## config.mk

```make
export PLATFORM = sky130hd
export DESIGN_NAME = cmd_serializer
export DESIGN_NICKNAME = d
export VERILOG_FILES = /design/src/rtl/mxv_pkg.sv /design/src/rtl/cmd_word_index.sv /design/src/rtl/cmd_serializer.sv
export SDC_FILE = /design/constraint.sdc
export NUM_CORES = 1
export LEC_CHECK = 0
export CELL_PAD_IN_SITES_DETAIL_PLACEMENT = 0
export CELL_PAD_IN_SITES_GLOBAL_PLACEMENT = 1
export CORE_MARGIN = 3
export CORE_UTILIZATION = 36
export CTS_CLUSTER_SIZE = 20
export DETAILED_ROUTE_END_ITERATION = 7
export GPL_TIMING_DRIVEN = 0
export PLACE_DENSITY = 0.76
export REMOVE_ABC_BUFFERS = 1
export SYNTH_ARGS = -nofsm -noshare
export SYNTH_HDL_FRONTEND = slang
export SYNTH_SLANG_ARGS = --single-unit
```

## constraint.sdc

```tcl
create_clock -name clk -period 1.8 [get_ports clk]
set_input_delay 0.54 -clock clk [delete_from_list [all_inputs] [get_ports clk]]
set_output_delay 0.54 -clock clk [all_outputs]
set_load 0.01 [all_outputs]
```

## src/rtl/mxv_pkg.sv

```systemverilog
// Shared types and defaults for the command serializer.
package mxv_pkg;

    localparam int unsigned DEF_DW        = 8;
    localparam int unsigned DEF_CMD_WORDS = 3;
    localparam int unsigned MAX_CMD_WORDS = 16;
    localparam int unsigned COUNT_W       = $clog2(MAX_CMD_WORDS);

    typedef logic [COUNT_W-1:0] count_t;

    typedef enum logic {
        ST_IDLE = 1'b0,
        ST_SEND = 1'b1
    } state_t;

endpackage

```

## src/rtl/cmd_word_index.sv

```systemverilog
// Word index counter: increments on enable, returns to 0 after the terminal count or on clear.
module cmd_word_index
    import mxv_pkg::*;
(
    input  logic   clk,
    input  logic   rst,
    input  logic   en,
    input  logic   clr,
    input  count_t tc,
    output count_t count
);

    always_ff @(posedge clk or negedge rst) begin
        if (!rst) begin
            count <= '0;
        end else if (clr) begin
            count <= '0;
        end else if (en) begin
            if (count == tc) begin
                count <= '0;
            end else begin
                count <= count + count_t'(1);
            end
        end
    end

endmodule

```

## src/rtl/cmd_serializer.sv

```systemverilog
// Splits a registered multi-word command into a valid/ready word stream with last and done flags.
// Optional o_parity output is enabled by defining CMD_SERIALIZER_PARITY_EN.
module cmd_serializer
    import mxv_pkg::*;
#(
    parameter int unsigned DW        = DEF_DW,
    parameter int unsigned CMD_WORDS = DEF_CMD_WORDS
) (
    input  logic                    clk,
    input  logic                    rst,
    input  logic                    i_cmd_valid,
    input  logic [CMD_WORDS*DW-1:0] i_cmd,
    output logic                    o_cmd_ready,
    input  logic                    i_clear,
    output logic [DW-1:0]           o_word,
    output logic                    o_word_valid,
    input  logic                    i_word_ready,
    output logic                    o_last,
    output count_t                  o_count,
`ifdef CMD_SERIALIZER_PARITY_EN
    output logic                    o_parity,
`endif
    output logic                    o_done
);

    localparam count_t TC = count_t'(CMD_WORDS - 1);

    state_t          state_q;
    state_t          state_d;
    logic            done_q;
    logic            done_d;
    logic            sending;
    logic            accept;
    logic            xfer;
    logic            at_last;
    count_t          idx;
    logic [DW-1:0]   words_q [CMD_WORDS];
    logic [DW-1:0]   word_sel;

    assign sending     = (state_q == ST_SEND);
    assign o_cmd_ready = (state_q == ST_IDLE) && !i_clear;
    assign accept      = i_cmd_valid && o_cmd_ready;
    assign xfer        = sending && i_word_ready;
    assign at_last     = sending && (idx == TC);

    // State register
    always_ff @(posedge clk or negedge rst) begin
        if (!rst) begin
            state_q <= ST_IDLE;
            done_q  <= 1'b0;
        end else begin
            state_q <= state_d;
            done_q  <= done_d;
        end
    end

    // Next state; clear overrides everything and suppresses the done pulse
    always_comb begin
        state_d = state_q;
        done_d  = 1'b0;
        if (i_clear) begin
            state_d = ST_IDLE;
        end else begin
            case (state_q)
                ST_IDLE: begin
                    if (accept) begin
                        state_d = ST_SEND;
                    end
                end
                ST_SEND: begin
                    if (xfer && at_last) begin
                        state_d = ST_IDLE;
                        done_d  = 1'b1;
                    end
                end
                default: state_d = ST_IDLE;
            endcase
        end
    end

    // Index restarts on accept so every command begins at word 0
    cmd_word_index u_index (
        .clk   (clk),
        .rst   (rst),
        .en    (xfer && !i_clear),
        .clr   (i_clear || accept),
        .tc    (TC),
        .count (idx)
    );

    // Command register
    always_ff @(posedge clk or negedge rst) begin
        if (!rst) begin
            for (int k = 0; k < int'(CMD_WORDS); k++) begin
                words_q[k] <= '0;
            end
        end else if (accept) begin
            for (int k = 0; k < int'(CMD_WORDS); k++) begin
                words_q[k] <= i_cmd[k*DW +: DW];
            end
        end
    end

    // Word multiplexer, forced to zero outside SEND
    always_comb begin
        word_sel = '0;
        if (sending) begin
            for (int k = 0; k < int'(CMD_WORDS); k++) begin
                if (idx == count_t'(k)) begin
                    word_sel = words_q[k];
                end
            end
        end
    end

    assign o_word       = word_sel;
    assign o_word_valid = sending;
    assign o_last       = at_last;
    assign o_count      = sending ? idx : '0;
    assign o_done       = done_q;

`ifdef CMD_SERIALIZER_PARITY_EN
    assign o_parity = sending ? ^word_sel : 1'b0;
`endif

endmodule

```

======== After elaboration in Yosys (flattened, before gate mapping) ========
Cells that the tools add are included.
storage, ports and cells
  logic and storage cells ................. 35
  bits of input ports ..................... 29
  register bits ........................... 30
  output and inout port bits .............. 16
cells by class
  bitwise operators ....................... 1
  reduce and logical (&&, ||, !) cells .... 10
  add/sub/neg operators ................... 1
  multiplexer cells ....................... 15
  equality and inequality tests ........... 2
operators with widths
  operator                                             number
  two-way mux 8 bit                                    4
  two-way mux 4 bit                                    4
  logical AND 1 bit                                    6
  two-way mux 1 bit                                    6
  adder 4 x 1 -> 4 bit, second input constant          1
  equality test 4 x 1 -> 1 bit, second input constant  1
  equality test 4 x 2 -> 1 bit, second input constant  1
  logical NOT 4 bit                                    1
  case mux 1 bit (2 select lines)                      1
  nonzero test 2 bit                                   1
  logical NOT 1 bit                                    1
  logical OR 1 bit                                     1
  NOT 1 bit                                            1

======== Logic depth before layout (Yosys ltp) ========
Gate-level depths: netlist of the first run.
  depth after elaboration ................. 6
  gate-level depth with buffers ........... 5
  mapped depth without buffers ............ 3

======== Cells and area by module ========
Synthesis of the first run repeated with hierarchy kept, for this count alone.
second synthesis, totals
  cell total of the unflattened synthesis .. 133
  area total of the unflattened synthesis .. 1,661.6 um^2
modules (own cells, without submodules)
  module          area each (um^2)  cells each  sequential area each (um^2)  instances
  cmd_serializer  1,385.1           106         650.6                        1
  cmd_word_index  276.5             27          100.1                        1

======== Least setup slack after synthesis of the first run ========
No wires, ideal clock.
  path type ............................... flip-flop to output port
  from .................................... register u_index.count[1]
  to ...................................... output o_word[0]
  data required time ...................... 1,260 ps
  cell stages (with the launch flop) ...... 5
  path slack .............................. 82 ps
  buffers on the path ..................... 1
  arrival ................................. 1,178 ps
  path through ............................ dfrtp_1 -> buf_2 -> mux2i_1 -> or2_2 -> a21oi_1
on the way
  longest elaborated chain between the ends .. 5
  elaborated cells between the ends (all ways) .. 7
  classes of those cells .................. eq/ne: 2; mux: 4; reduce/logical: 1
ends and longest elaborated chain
  what                             RTL line               RTL
  start, declared                  cmd_word_index.sv:10   output count_t count
  start signal, assigned           cmd_word_index.sv:22   count <= count + count_t'(1);
  logical NOT 4 bit                cmd_serializer.sv:109  if (idx == count_t'(k)) begin
  two-way mux 8 bit (2 in series)  cmd_serializer.sv:109
  two-way mux 8 bit *              cmd_serializer.sv:109
  two-way mux 8 bit *              cmd_serializer.sv:107  if (sending) begin
  end, declared                    cmd_serializer.sv:15   output logic [DW-1:0] o_word,
Every way passes the cells marked *; elsewhere a longest branch is shown, timed or not.

======== Worst setup path in the final report of the first run ========
  from .................................... register u_index.count[2]
  to ...................................... output o_word[7]
Same word-level chain as after synthesis.

==> results of run 1 <==
## per-stage QoR
step                area, um^2  hold WS [ps]
global route              2200           337
floorplan                 1420           244
global placement          1920           489
finish                    2200           283
detailed placement        1920           496
CTS                       2150           509
## placed cells by master, fill, tap and decap left out, types with 2 or more instances in the layout
master,n
and2_1,2
nor2_4,2
a21oi_1,2
clkdlybuf4s50_1,27
nor2_1,3
nor2b_4,2
buf_6,7
dfrtp_1,27
clkdlybuf4s15_1,3
a21oi_2,8
dfrtp_2,2
or2_4,8
mux2_2,24
mux2i_1,8
buf_4,9
clkbuf_8,6
nand2_1,9
buf_2,10
o21ai_0,2
## cell type report
type,instances,area [um^2],share of cell area
Sequential cell,30,757,0.344
Multi-Input combinational cell,85,754,0.342
Timing Repair Buffer,60,537,0.244
Clock buffer,7,86.3,0.0392
Tap cell,48,60.1,0.0273
Clock inverter,1,5.00,0.00227
Inverter,1,3.75,0.00170
## logic make-up after synthesis
logic type      after synthesis  share of synthesized area
xor+xnor                      2                     0.0120
buf+inv                       8                     0.0326
compound gates               14                     0.0531
flops                        30                      0.514
mux                          32                      0.240
simple gates                 35                      0.148
## final timing paths
kind | start | to | slack [ps] | depth (start not counted)
max | u_index.count[2] | o_word[7] | -310 | 4
min | rst | o_done | 280 | 1
max reg2reg | o_word_valid | words_q[14] | 230 | 4
min reg2reg | words_q[23] | words_q[23] | 500 | 1
max in group asynchronous | rst | u_index.count[1] | 1030 | 1
min in group clk | words_q[23] | words_q[23] | 500 | 1
## routing by layer
metal	track usage	wire [um]	part of all wire	up-vias
li1	-	-	-	542
met1	0.196	1610	0.44	583
met2	0.260	1770	0.49	38
met3	0.0580	185	0.051	5
met4	0.0383	73	0.020	0
met5	0	0	0	-
## flip-flops by register name, summed over array words and instances, names as in the netlist
signal	cells
words_q	24
o_done	1
o_word_valid	1
u_index.count	4
## critical path: cells and delay by family (launching register included)
| family | cells | cell delay [ps] |
|---|---|---|
| AO/OA/AOI/OAI | 1 | 100 |
| buffers and inverters | 2 | 300 |
| flip-flops | 1 | 400 |
| AND/OR/NAND/NOR | 1 | 490 |
## Yosys cell counts (2+ instances only)
| library cell | count |
|---|---|
| dfrtp_1 | 30 |
| mux2_2 | 24 |
| a21oi_1 | 10 |
| nand2_1 | 9 |
| mux2i_1 | 8 |
| or2_2 | 8 |
| and2_1 | 3 |
| nor2_1 | 3 |
| buf_2 | 2 |
| buf_4 | 2 |
| clkbuf_1 | 2 |
| o21ai_0 | 2 |
## what timing repair did
| action | in CTS | in global routing |
|---|---|---|
| pin swaps | 10 | 7 |
| cloned | 2 | 0 |
| buffers inserted | 13 | 3 |
| resized for setup | 75 | 15 |
| setup endpoints to repair | 69 | 19 |
## report_power, final
part           switching (mW)  internal, mW  total, mW
sequential             0.0559         0.782      0.838
clock                   0.236         0.307      0.543
combinational           0.148         0.251      0.400
total                   0.440          1.34       1.78
==> flow_summary.json, run 1 <==
{
  "fill_cells": 314,
  "wirelength_um": 3630,
  "fmax_mhz": 474,
  "place_ws_ps": -987,
  "diodes": 0,
  "cts_tree": "yes",
  "total_leakage_power_nw": 0.914,
  "die_h_um": 69.7,
  "ys_seq_area_frac": 0.514,
  "num_vias": 1168,
  "synth_top_area_cell": "dfrtp_1",
  "rsz0062_at_grt": "true",
  "die_area_mm2": 0.00486,
  "synthCells": 121,
  "rows": 22,
  "cts_sinks": 30,
  "fin_ws_ps": -310,
  "ios": 45,
  "dr.pass1.iters": 4,
  "finalCritPeriodShare": 1.17,
  "gp_congestion": 0.719,
  "outcome": "finished with violations",
  "worstPathMaxFanout": 7,
  "violations": "negative setup slack",
  "crit_path_start_kind": "register",
  "final_cells": 232,
  "finalClockSkew_ps": 5.60,
  "fin_nets": 212,
  "htree_levels": 2,
  "fin_tns_setup_ps": -2590,
  "wl_per_cell_um": 15.7,
  "synth_seq_cells": 30,
  "hold_class": "in -> async",
  "grt_pass1_vias": 1221,
  "critPathMaxStageDelay_ps": 490,
  "vias_per_cell": 5.03,
  "syn_area_per_cell_um2": 12.1,
  "cts_buffer_depth": 2,
  "grt_pass1_wl_um": 5930,
  "numPortBuffers": 44,
  "ys_warn_count": 0,
  "endpoint_kind": "output pin",
  "setup_viol": 9,
  "drt_iter0_markers": 42,
  "ys.flop_type": "dfrtp_1",
  "yosysTopAreaCellShare": 0.514,
  "syn_area_mm2": 0.00146,
  "die_width_um": 69.7,
  "yosys-top-cells-area": "dfrtp_1 51%, mux2_2 19%, mux2i_1 5.5%",
  "maxSlewHeadroom": 0.567,
  "final_util": 0.584,
  "cts_buffers": 5,
  "grt_max_degree": 31,
  "synth_edf_count": 0,
  "ir_worst_vdd_mv": 0.691,
  "core_area_mm2": 0.00377,
  "final-hold-violation-count": 0,
  "dp_hpwl_um": 2170,
  "pwr_density_cell_mw_per_mm2": 808,
  "start_util": 0.387,
  "cp_slowest_cell": "or3b_4",
  "drive_above_1_share": 0.489,
  "clock_latency_ps": 280,
  "ant_nets": 0,
  "area_growth_pct": 50.9,
  "dp_cells": 206,
  "layout_min_cycle_time_ps": 2110,
  "route.detailed.drc": 0,
  "finalPower_mw": 1.78,
  "overflow": 0,
  "cts_hold_buf": 0,
  "cp_data_required_time_ps": 1260,
  "drv_slew": 0,
  "worstMarginPinSlew_ps": 650,
  "arrival_ps": 1570,
  "ys_async_sr_fraction": 1.00,
  "cts.clk_slew.worst_paths_ps": 60,
  "drv_cap": 0,
  "ys_types": 30,
  "path_class": "reg -> out",
  "path_cells": "or3b_4, buf_6, a21oi_2, buf_2",
  "cts-root-buf": "clkbuf_8",
  "antenna_found_initial": 0,
  "grt_usage": 0.157
}
No activity file was read; power rests on OpenSTA's default activity.
==> inputs of run 2 (changes only) <==
HOLD_SLACK_MARGIN = 0.12   (was default)
SLEW_MARGIN = 10   (was default)
==> run 2 against run 1 <==
Compared with the run above: the flow still finishes with violations (negative setup slack); sequential power hardly changed; critical path depth stayed put; sequential share of layout area is 0.37 points lower; combinational power is 3% higher; non-clock buffer count is 1 higher; via count is 0.26% lower; register-to-register slack better by 60 ps; total power is 1.4% higher; largest cell class is now multi-input gates; highest routed layer unchanged.
==> flow_summary.json, run 2 (same netlist as run 1, synthesis figures left out) <==
{
  "outcome": "finished with violations",
  "violations": "negative setup slack",
  "reg2reg_from": "u_index.count[2]",
  "dp_hpwl_um": 2160,
  "die_h_um": 69.7,
  "grt_usage": 0.172,
  "clockPowerShare": 0.308,
  "wl_per_cell_um": 17.0,
  "worstReg2RegEnd": "o_done",
  "cts_sinks": 30,
  "final_util": 0.591,
  "cts_buffer_depth": 2,
  "total_leakage_power_nw": 0.928,
  "regMostFlops": "words_q",
  "cts_tree": "yes",
  "pwr_density_cell_mw_per_mm2": 811,
  "cts.clk_slew.worst_paths_ps": 60,
  "die_area_mm2": 0.00486,
  "antenna_found_initial": 0,
  "drive_above_1_share": 0.511,
  "maxSlewHeadroom": 0.543,
  "reg.largest.list": "words_q x24, u_index.count x4",
  "cts-root-buf": "clkbuf_8",
  "worstMarginPinSlew_ps": 685,
  "grt_pass1_vias": 1254,
  "diodes": 0,
  "finalCritPeriodShare": 1.18,
  "route.detailed.drc": 0,
  "place_ws_ps": -995,
  "crit_path_start_kind": "register",
  "layout_min_cycle_time_ps": 2120,
  "endpoint_kind": "output pin",
  "startpoint": "u_index.count[2]",
  "r2r_setup_slack_ps": 290,
  "wirelength_um": 3980,
  "rows": 22,
  "final-hold-violation-count": 0,
  "ir_worst_vdd_mv": 0.524,
  "switchingPower_mw": 0.458,
  "grt_max_degree": 31,
  "ant_nets": 0,
  "power_frac_seq": 0.464,
  "num_vias": 1165,
  "p_int_mw": 1.35,
  "drv_slew": 0,
  "core_area_mm2": 0.00377,
  "final_cells": 234,
  "drt_iter0_markers": 51,
  "start_util": 0.387,
  "numPortBuffers": 44,
  "cts_buffers": 5,
  "worstPathMaxFanout": 4,
  "fin_ws_ps": -316,
  "vias_per_cell": 4.98,
  "overflow": 0,
  "most-common-layout-cells": "27 x clkdlybuf4s50_1, 27 x dfrtp_1, 24 x mux2_2, 10 x buf_2",
  "sw_frac_of_total": 0.254,
  "grt_pass1_wl_um": 6400,
  "largest_reg_flops": 24,
  "rsz0062_at_grt": "true",
  "dr.pass1.iters": 4,
  "hold_class": "in -> async",
  "path_class": "reg -> out",
  "dp_cells": 206,
  "arrival_ps": 1580,
  "fin_tns_setup_ps": -2640,
  "cp_data_required_time_ps": 1260,
  "ios": 45,
  "combPwrFrac": 0.228,
  "clock_latency_ps": 280,
  "setup_viol": 10,
  "finalClockSkew_ps": 4.41,
  "drv_cap": 0,
  "die_width_um": 69.7,
  "htree_levels": 2,
  "finalPower_mw": 1.81,
  "rr_worst_depth": 4,
  "fmax_mhz": 472,
  "gp_congestion": 0.719,
  "fin_nets": 214,
  "area_growth_pct": 52.5
}
## run 2: cell types whose count changed in the layout (fill, tap and decap cells not counted)
| cell | change |
|---|---|
| clkbuf_2 | +3 |
| a21oi_2 | -1 |
| or3b_4 | +1 |
| clkdlybuf4s15_1 | -3 |
| a21oi_4 | +1 |
| buf_12 | +1 |
## run 2: routing by layer
metal,global-route usage,routed length (um),up-vias
li1,-,-,552
met1,0.214,1750,571
met2,0.280,1960,36
met3,0.0478,208,6
met4,0.0702,60,0
met5,0,0,-
## run 2: layout make-up
cell class                      instances  area [um^2]
Sequential cell                        30          757
Fill cell                             304         1540
Clock buffer                            7         86.3
Inverter                                1         3.75
Clock inverter                          1         5.00
Multi-Input combinational cell         86          773
Timing Repair Buffer                   61          542
Tap cell                               48         60.1
## run 2: what timing repair did
item                                    CTS  global route
endpoints found under the setup margin   39            13
buffers inserted                         14             3
gates cloned                              3             0
hold endpoints to repair                  0             0
resized for setup                        81            13
hold buffers                              0             0
pin swaps                                11             9
## run 2: power groups by stage
| stage | clock, mW | sequential (mW) | combinational, mW |
|---|---|---|---|
| final | 0.556 | 0.838 | 0.412 |
| after detailed placement | 0 | 0.854 | 0.343 |
| after CTS | 0.558 | 0.837 | 0.405 |
| after floorplan | 0 | 0.835 | 0.195 |
| after global placement | 0 | 0.847 | 0.334 |
| after global routing | 0.597 | 0.850 | 0.449 |
## run 2: stage by stage
stage	instance area, um^2	hold WS [ps]
after floorplan	1420	244
after global placement	1920	489
after detailed placement	1910	496
after CTS	2190	312
after global routing	2230	335
final	2230	295
## run 2: worst max-delay path by stage
stage                 to  cells past startpoint
3_3_place_gp   o_word[7]                      4
4_1_cts        o_word[0]                      5
5_1_grt           o_last                      3
3_5_place_dp   o_word[3]                      4
2_1_floorplan     o_last                      2
6_report       o_word[4]                      4
## run 2: worst max-delay path, cell delays in order (launching register included)
cell	delay (ps)
dfrtp_1	430
or3b_4	470
buf_6	150
a21oi_2	100
buf_2	140
==> inputs of run 3 (changes only) <==
CORE_UTILIZATION = 32   (was 36)
PLACE_DENSITY = 0.72   (was 0.76)
clock period = 1.9 ns   (was 1.8 ns; I/O delays follow)
==> run 3 against run 2 <==
Compared with the run above: critical path type unchanged; first-iteration DRC count increased by 3.9%; hold slack better by 44 ps; global-route usage fell by 3.1 points; sequential share of layout area rose by 1.1 points; combinational power fell by 10%; the flow still finishes with violations (negative setup slack).
==> flow_summary.json, run 3 (same netlist as run 1, synthesis figures left out) <==
{
  "cts_buffer_depth": 2,
  "fin_nets": 211,
  "overflow": 0,
  "hold_class": "in -> async",
  "grt_max_degree": 31,
  "cp_data_required_time_ps": 1330,
  "layout_min_cycle_time_ps": 2120,
  "grt_usage": 0.140,
  "ios": 45,
  "fill_cells": 388,
  "outcome": "finished with violations",
  "worstMarginPinSlew_ps": 690,
  "endpoint_kind": "output pin",
  "dr.pass1.iters": 4,
  "htree_levels": 2,
  "grtUsageMet1": 0.168,
  "drv_cap": 0,
  "grt.busiest_layer": "met2",
  "grt_pass1_wl_um": 5600,
  "cts_buffers": 5,
  "numPortBuffers": 44,
  "hold_slack_ps": 339,
  "crit_path_start_kind": "register",
  "area.sequential_um2": 757,
  "dp_hpwl_um": 2170,
  "finalInstanceArea_mm2": 0.00216,
  "final-hold-violation-count": 0,
  "die_area_mm2": 0.00541,
  "drv_slew": 0,
  "use_met3": 0.0410,
  "ir_worst_vdd_mv": 0.441,
  "fin_tns_setup_ps": -1770,
  "rsz0062_at_grt": "true",
  "setup_viol": 10,
  "gp_congestion": 0.690,
  "num_vias": 1137,
  "die_h_um": 73.6,
  "use_met2": 0.235,
  "arrival_ps": 1550,
  "clock_latency_ps": 270,
  "path_class": "reg -> out",
  "ant_nets": 0,
  "cts-root-buf": "clkbuf_8",
  "rr_worst_depth": 4,
  "vias_per_cell": 4.90,
  "die_width_um": 73.6,
  "pwr_density_cell_mw_per_mm2": 757,
  "cts_tree": "yes",
  "multi_input_area_um2": 747,
  "drt_iter0_markers": 53,
  "cts_sinks": 30,
  "total_leakage_power_nw": 0.904,
  "finalCritPeriodShare": 1.12,
  "route.detailed.drc": 0,
  "core_area_mm2": 0.00420,
  "fmax_mhz": 471,
  "reg.largest.list": "words_q x24, u_index.count x4",
  "antenna_found_initial": 0,
  "post_dp_cell_area_mm2": 0.00191,
  "violations": "negative setup slack",
  "area_growth_pct": 47.7,
  "fin_ws_ps": -225,
  "finalClockSkew_ps": 3.14,
  "largest_reg_flops": 24,
  "wl_per_cell_um": 15.2,
  "grt_pass1_vias": 1170,
  "maxSlewHeadroom": 0.540,
  "cts.clk_slew.worst_paths_ps": 60,
  "wirelength_um": 3520,
  "drive_above_1_share": 0.462,
  "place_ws_ps": -794,
  "worstPathMaxFanout": 6,
  "rows": 23,
  "start_util": 0.348,
  "diodes": 0,
  "regMostFlops": "words_q",
  "most-common-layout-cells": "27 x clkdlybuf4s50_1, 27 x dfrtp_1, 24 x mux2_2, 12 x buf_4, 10 x buf_2"
}
run 3: layer usage:
| metal | vias to the layer above | part of all wire |
|---|---|---|
| li1 | 540 | - |
| met1 | 562 | 0.42 |
| met2 | 31 | 0.50 |
| met3 | 4 | 0.060 |
| met4 | 0 | 0.013 |
| met5 | - | 0 |
run 3: path summary, 6_finish.rpt:
kind / startpoint / to / slack [ps]
setup / recovery: u_index.count[1] / o_word[5] / -220
hold / removal: rst / words_q[6] / 340
hold reg to reg: words_q[6] / words_q[6] / 510
max in group asynchronous: rst / u_index.count[1] / 1060
min in group clk: words_q[6] / words_q[6] / 510
setup reg to reg: o_word_valid / words_q[10] / 290
run 3: power by group:
part / leakage, nW / internal [mW] / switching (mW)
Sequential: 0.360 / 0.741 / 0.0515
Clock: 0.0383 / 0.252 / 0.219
Combinational: 0.506 / 0.231 / 0.139
Total: 0.904 / 1.22 / 0.409
run 3: cell type report:
cell class / instances / area share
Sequential cell: 30 / 0.351
Multi-Input combinational cell: 85 / 0.346
Timing Repair Buffer: 59 / 0.237
Clock buffer: 7 / 0.0354
Tap cell: 50 / 0.0290
Inverter: 1 / 0.00174
run 3: what timing repair did:
item / CTS / global route
setup endpoints to repair: 39 / 34
hold buffers: 0 / 0
buffers inserted: 14 / 1
pin swaps: 11 / 5
endpoints found under the hold margin: 0 / 0
cloned: 0 / 2
gates resized for setup: 71 / 2
run 3: worst max-delay path, stage by stage (launching register included):
cell and delay [ps]:
dfrtp_4 510, buf_12 150, mux2i_1 120, or2_4 230, a21oi_2 120, buf_2 150
run 3: metrics by stage:
step                power, mW  instances   util
finish                   1.63        232  0.513
global route             1.72        232  0.513
CTS                      1.64        229  0.508
detailed placement       1.13        208  0.456
global placement         1.12        208  0.457
floorplan               0.977        114      -
==> edit 1, RTL diff (settings of run 2) <==
Put a register stage on the output `o_count`, without a reset. The value now appears one clock later. The other outputs are not delayed to match.
--- a/src/rtl/cmd_serializer.sv
+++ b/src/rtl/cmd_serializer.sv
@@ -116,7 +116,9 @@
     assign o_word       = word_sel;
     assign o_word_valid = sending;
     assign o_last       = at_last;
-    assign o_count      = sending ? idx : '0;
+    always_ff @(posedge clk) begin
+        o_count <= sending ? idx : '0;
+    end
     assign o_done       = done_q;
 
 `ifdef CMD_SERIALIZER_PARITY_EN
Function: changed (a bounded check fails within 4 cycles, from zero or initial values and one cycle with rst low).
==> edit 1 against run 2 <==
First-iteration DRC count shrank 22%; largest cell class is now registers; worst setup slack worse by 0.24 ns; power up 14%; wire length barely moved; worst hold slack worse by 0.0050 ns; the run still ends with setup timing left; cell area up 8.6%; sequential share of layout area grew 0.62 points; highest routed layer unchanged; area after synthesis rose by 5.5%; core utilization increased by 0.55 points; sequential cell count rose by 4.
==> edit 1: results (changes against run 2) <==
| Metric | Value |
|---|---|
| Fillcell total | 332 (+9.2%) |
| Reg2reg end | o_word_valid |
| RR Startpoint | u_index.count[2] |
| Vias | 1,261 (+8.2%) |
| Clock Pin Slew Worst Setup and Hold Paths | ~0.07 ns |
| Sequential area share after synthesis | 53.9% (+2.5 points) |
| IO buf count | 44 (unchanged) |
| Largest registers | words_q: 24 flops, o_count: 4 flops, u_index.count: 4 flops |
| Setup Skew | 0.00458 ns (+0.000170 ns) |
| Synth Warn # | 0 (unchanged) |
| Biggest cell delay along the critical path | 0.60 ns (+0.13 ns) |
| Final setup margin | -0.552 ns (-0.235 ns) |
| Initial drt markers | 40 (-22%) |
| ANT cells | 0 (unchanged) |
| Initial antenna violation count | 0 (unchanged) |
| WHS | 0.290 ns (-0.00503 ns) |
| Worst-skew pair later-pin latency | between 0.2 and 0.3 ns |
| H-tree levels | 2 (unchanged) |
| Failing checks | setup timing |
| Num CTS Buffers | 5 (unchanged) |
| Final WL | 3.98 mm (about the same) |
| Switching power of the nets | 0.531 mW (+16%) |
| First-pass GRT wire length | 6.35 mm (-0.77%) |
| Largest net degree at the start of global routing | 31 (unchanged) |
| Setup TNS | -4.85 ns (-2.21 ns) |
| Hold Crit Class | input port to asynchronous set/reset pin |
| Placed inst area | 2000 sq um (+4.6%) |
| Pre-CTS WS | -0.907 ns (+0.0889 ns) |
| Reg2Reg Depth | 7 (+3) |
| Crit path max fanout | 6 (+2) |
| Post-DP HPWL | 2.35 mm (+8.6%) |
| Worst-case vdd ir drop | 0.578 mV (+10%) |
| Max FFs per register | 24 (unchanged) |
| Routability cong. | 0.741 (+3.0%) |
| Share of flip-flops with an asynchronous set or reset | 88.2% (-12 points) |
| PwrDens | 850 nW/um^2 (+4.8%) |
| Worst Path Arrival | 1.81 ns (+0.23 ns) |
| All-Layer GR Usage | 16.0% (-1.2 points) |
| Outcome | finished, violations left |
| Final Setup Violations | 9 (-1) |
| Inst Count DP | 208 (+0.97%) |
| Clock buffer depth | 2 (unchanged) |
| Leakage | 1.02 nW (+9.7%) |
| Max_slew headroom | 53.9% (-0.47 points) |
| Post-synth top cells | dfrtp_1, mux2_1, a21oi_1 |
| Slowest stage cell, crit path | or4b_4 |
| Non-Filler Instances | 249 (+6.4%) |
| Yosys cell types | 29 (-3.3%) |
| Largest cells by area after synthesis | dfrtp_1, mux2_1, o221ai_2, dfxtp_1, nand2b_1 |
| Reg-to-reg slack, setup | 0.04 ns (-0.25 ns) |
| Syn_area_per_cell | 12.7 sq um (+5.5%) |
| DR pass1 iterations | 4 (unchanged) |
| Root buf cell | clkbuf_8 |
| Share of post-route cells with drive strength above 1 | 39.2% (-12 points) |
| Final #Nets | 227 (+6.1%) |
==> edit 1: final cells by class <==
| class | instances | share of cell area [%] |
|---|---|---|
| repair buffers | 75 | 27.4 |
| multi-input cells | 80 | 30.6 |
| clock buffers | 5 | 2.85 |
| flip-flops and latches | 34 | 34.6 |
| clock inverters | 3 | 1.66 |
| well taps | 50 | 2.59 |
| inverters | 2 | 0.310 |
==> edit 1: how the worst max path moves through the flow <==
| stage | slack (ns) | from | to | cells past startpoint |
|---|---|---|---|---|
| final | -0.55 | u_index.count[2] | o_word[7] | 5 |
| after global routing | -0.62 | u_index.count[2] | o_word[1] | 5 |
| after floorplan | -0.17 | u_index.count[0] | o_word[0] | 3 |
| after detailed placement | -0.91 | u_index.count[0] | o_word[0] | 4 |
| after global placement | -0.83 | u_index.count[0] | o_word[7] | 4 |
| after CTS | -0.56 | u_index.count[3] | o_word[0] | 5 |
==> edit 1: power groups by stage <==
| stage | sequential [mW] | clock [mW] | combinational [mW] |
|---|---|---|---|
| 4_1_cts | 0.963 | 0.689 | 0.383 |
| 2_1_floorplan | 0.959 | 0 | 0.194 |
| 3_5_place_dp | 0.983 | 0 | 0.360 |
| 3_3_place_gp | 0.975 | 0 | 0.348 |
| 6_report | 0.967 | 0.682 | 0.407 |
| 5_1_grt | 0.983 | 0.732 | 0.449 |
==> edit 1: critical path, delay by kind of cell, from the launching register on <==
| kind | cells | cell delay, ns |
|---|---|---|
| buffers and inverters | 2 | 0.31 |
| AOI/OAI and AO/OA | 2 | 0.21 |
| and+or+nand+nor | 1 | 0.60 |
| DFF | 1 | 0.41 |
==> edit 1: timing repair <==
item	CTS	global route
gates cloned	1	1
setup endpoints to repair	35	35
resized for setup	56	8
pin swaps	3	4
buffers inserted	25	6
==> edit 1: cells by family after synthesis <==
logic type	after synthesis	synth area share, %
XOR/XNOR	1	0.569
multiplexers	24	17.5
buffers and inverters	9	2.92
AO/OA/AOI/OAI	24	12.6
AND/OR/NAND/NOR	29	12.4
flip-flops	34	53.9
==> edit 1: layer usage <==
layer | part of all wire, % | vias to the layer above | GRT usage [%]
li1 | - | 593 | -
met1 | 44 | 610 | 19.9
met2 | 47 | 49 | 25.4
met3 | 6.5 | 9 | 5.19
met4 | 2.1 | 0 | 7.10
met5 | 0 | - | 0
==> edit 2, RTL diff (config.mk and constraints of run 2) <==
Without the edit above. The option `CMD_SERIALIZER_PARITY_EN` is turned on by a define.
--- a/src/rtl/cmd_serializer.sv
+++ b/src/rtl/cmd_serializer.sv
@@ -1,5 +1,7 @@
 // Splits a registered multi-word command into a valid/ready word stream with last and done flags.
 // Optional o_parity output is enabled by defining CMD_SERIALIZER_PARITY_EN.
+`define CMD_SERIALIZER_PARITY_EN
+
 module cmd_serializer
     import mxv_pkg::*;
 #(
Function (old outputs only; new: o_parity): kept (equiv_simple and equiv_induct, registers matched by name and starting in step).
==> edit 2 against run 2 <==
The flow still finishes with violations (setup timing); cell area rose by 11%; worst setup slack worse by 0.87 ns; clock power is 10% lower; clock skew barely moved; register-to-register slack lost 0.11 ns; cell count up 18%; area after synthesis up 13%; power rose by 5.8%; sequential cell count did not move; wire length up 13%; critical endpoint is now o_parity.
==> edit 2: results (changes against run 2) <==
| Metric | Value |
|---|---|
| Root buf cell | clkbuf_8 |
| Failing checks | setup timing |
| Synth Warn # | 0 (unchanged) |
| Biggest cell delay along the critical path | 0.52 ns (+0.05 ns) |
| Leakage | 1.06 nW (+15%) |
| Post-synth top cells | dfrtp_1, nor2_1, mux2_2 |
| Fillcell total | 360 (+18%) |
| Slew at the pin with the worst max-slew slack | 0.667 ns (-0.0184 ns) |
| ANT cells | 0 (unchanged) |
| Crit path max fanout | 5 (+1) |
| Outcome | finished, violations left |
| Reg2Reg Depth | 7 (+3) |
| Initial antenna violation count | 0 (unchanged) |
| Largest registers | words_q: 24 flops, u_index.count: 4 flops |
| Final #Nets | 255 (+19%) |
| Clock buffer depth | 2 (unchanged) |
| First-pass GRT wire length | 7.49 mm (+17%) |
| IO buf count | 45 (+2.3%) |
| WL/cell | 16.3 um (-4.5%) |
| Largest net degree at the start of global routing | 31 (unchanged) |
| Post-DP HPWL | 2.67 mm (+23%) |
| Max_cap viols | 0 (unchanged) |
| Largest cells by area after synthesis | dfrtp_1, mux2_2, nor2_1, nor3_1, o21ai_0 |
| Initial drt markers | 84 (+65%) |
| Setup Skew | 0.00459 ns (+0.000179 ns) |
| Final Setup Violations | 11 (+1) |
| Pre-CTS WS | -1.97 ns (-0.972 ns) |
| H-tree levels | 2 (unchanged) |
| Sequential area share after synthesis | 45.5% (-5.9 points) |
| Slowest stage cell, crit path | dfrtp_4 |
| Hold Crit Class | input port to asynchronous set/reset pin |
| Reg-to-reg slack, setup | 0.18 ns (-0.11 ns) |
| All-Layer GR Usage | 18.6% (+1.4 points) |
| Share of flip-flops with an asynchronous set or reset | 100% (unchanged) |
| Num CTS Buffers | 5 (unchanged) |
| Switching power of the nets | 0.560 mW (+22%) |
| Share of post-route cells with drive strength above 1 | 44.2% (-6.8 points) |
| WHS | 0.288 ns (-0.00670 ns) |
| Clock Pin Slew Worst Setup and Hold Paths | 0.06 ns (about the same) |
| Worst-case vdd ir drop | 0.443 mV (-16%) |
| Routability cong. | 0.725 (+0.82%) |
| Ys flop type | dfrtp_1 |
| Reg2reg end | u_index.count[2] |
| DR pass1 iterations | 4 (unchanged) |
| Element type at the critical path end | output port |
| Vias in the first global route | 1,568 (+25%) |
| Worst-skew pair later-pin latency | 0.28 ns (about the same) |
| Worst Path Arrival | 2.44 ns (+0.86 ns) |
| Final setup margin | -1.18 ns (-0.865 ns) |
| DR vias/cell | 5.29 (+6.3%) |
| RR Startpoint | u_index.count[0] |
| Yosys cell types | 38 (+27%) |
| Worst path top cell family by delay | simple AND/OR/NAND/NOR gates |
-- edit 2: cell types whose count changed in the layout (fill, tap and decap cells not counted), moves of 4 or more --
cell / before / now
a21oi_2: 7 / 0
nor2_2: 0 / 5
buf_2: 10 / 14
or2_4: 8 / 0
a22oi_1: 0 / 4
nor3_1: 1 / 8
buf_4: 9 / 13
mux2i_1: 8 / 1
nor2_1: 3 / 17
-- edit 2: kinds of logic after synthesis --
logic type                Yosys count  synth area share (%)
xor gates and xnor gates            5                  3.11
AOI/OAI and AO/OA                  30                  12.7
buffers and inverters              11                  3.11
muxes                              24                  16.3
DFF                                30                  45.5
and+or+nand+nor                    58                  19.3
-- edit 2: layer usage --
| metal | track usage, % | up-vias | part of all wire [%] |
|---|---|---|---|
| met5 | 0 | - | 0 |
| met4 | 6.24 | 0 | 1.3 |
| met3 | 5.75 | 6 | 4.6 |
| met2 | 32.3 | 41 | 53 |
| met1 | 21.5 | 711 | 41 |
| li1 | - | 702 | - |
-- edit 2: how the worst max path moves through the flow --
stage | slack (ns) | start | endpoint
6_report | -1.18 | u_index.count[0] | o_parity
5_1_grt | -1.32 | u_index.count[1] | o_parity
4_1_cts | -1.18 | u_index.count[0] | o_parity
3_5_place_dp | -1.97 | u_index.count[0] | o_parity
3_3_place_gp | -1.95 | u_index.count[0] | o_parity
2_1_floorplan | -1.07 | u_index.count[0] | o_parity
-- edit 2: metrics by stage --
step                      util, %  TNS (ns)  power, mW  cells  instance area [sq um]
after floorplan                 -     -7.92       1.17    148                   1600
after global placement       50.3    -48.31       1.36    243                   2110
after detailed placement     50.2    -40.71       1.38    243                   2110
after CTS                    57.7     -6.94       1.92    273                   2420
after global routing         58.8     -7.39       2.04    276                   2470
final                        58.8     -6.54       1.91    276                   2470
-- edit 2: power groups by stage --
stage          sequential, mW  clock (mW)  combinational [mW]
6_report                0.869       0.500               0.542
5_1_grt                 0.888       0.549               0.600
4_1_cts                 0.863       0.517               0.538
3_5_place_dp            0.879           0               0.498
3_3_place_gp            0.873           0               0.488
2_1_floorplan           0.854           0               0.320
-- edit 2: final cells by class --
| type | count | area [sq um] | area share [%] |
|---|---|---|---|
| Clock inverter | 2 | 10.0 | 0.405 |
| Tap cell | 50 | 62.6 | 2.53 |
| Clock buffer | 5 | 68.8 | 2.79 |
| Inverter | 1 | 3.75 | 0.152 |
| Multi-Input combinational cell | 118 | 930 | 37.7 |
| Timing Repair Buffer | 70 | 632 | 25.6 |
| Sequential cell | 30 | 762 | 30.9 |
-- edit 2: what timing repair did --
item                                    in CTS  in global routing
resized for setup                           75                 32
cloned                                       1                  0
pin swaps                                    9                  3
endpoints found under the setup margin      44                 14
setup buffers                               22                  5
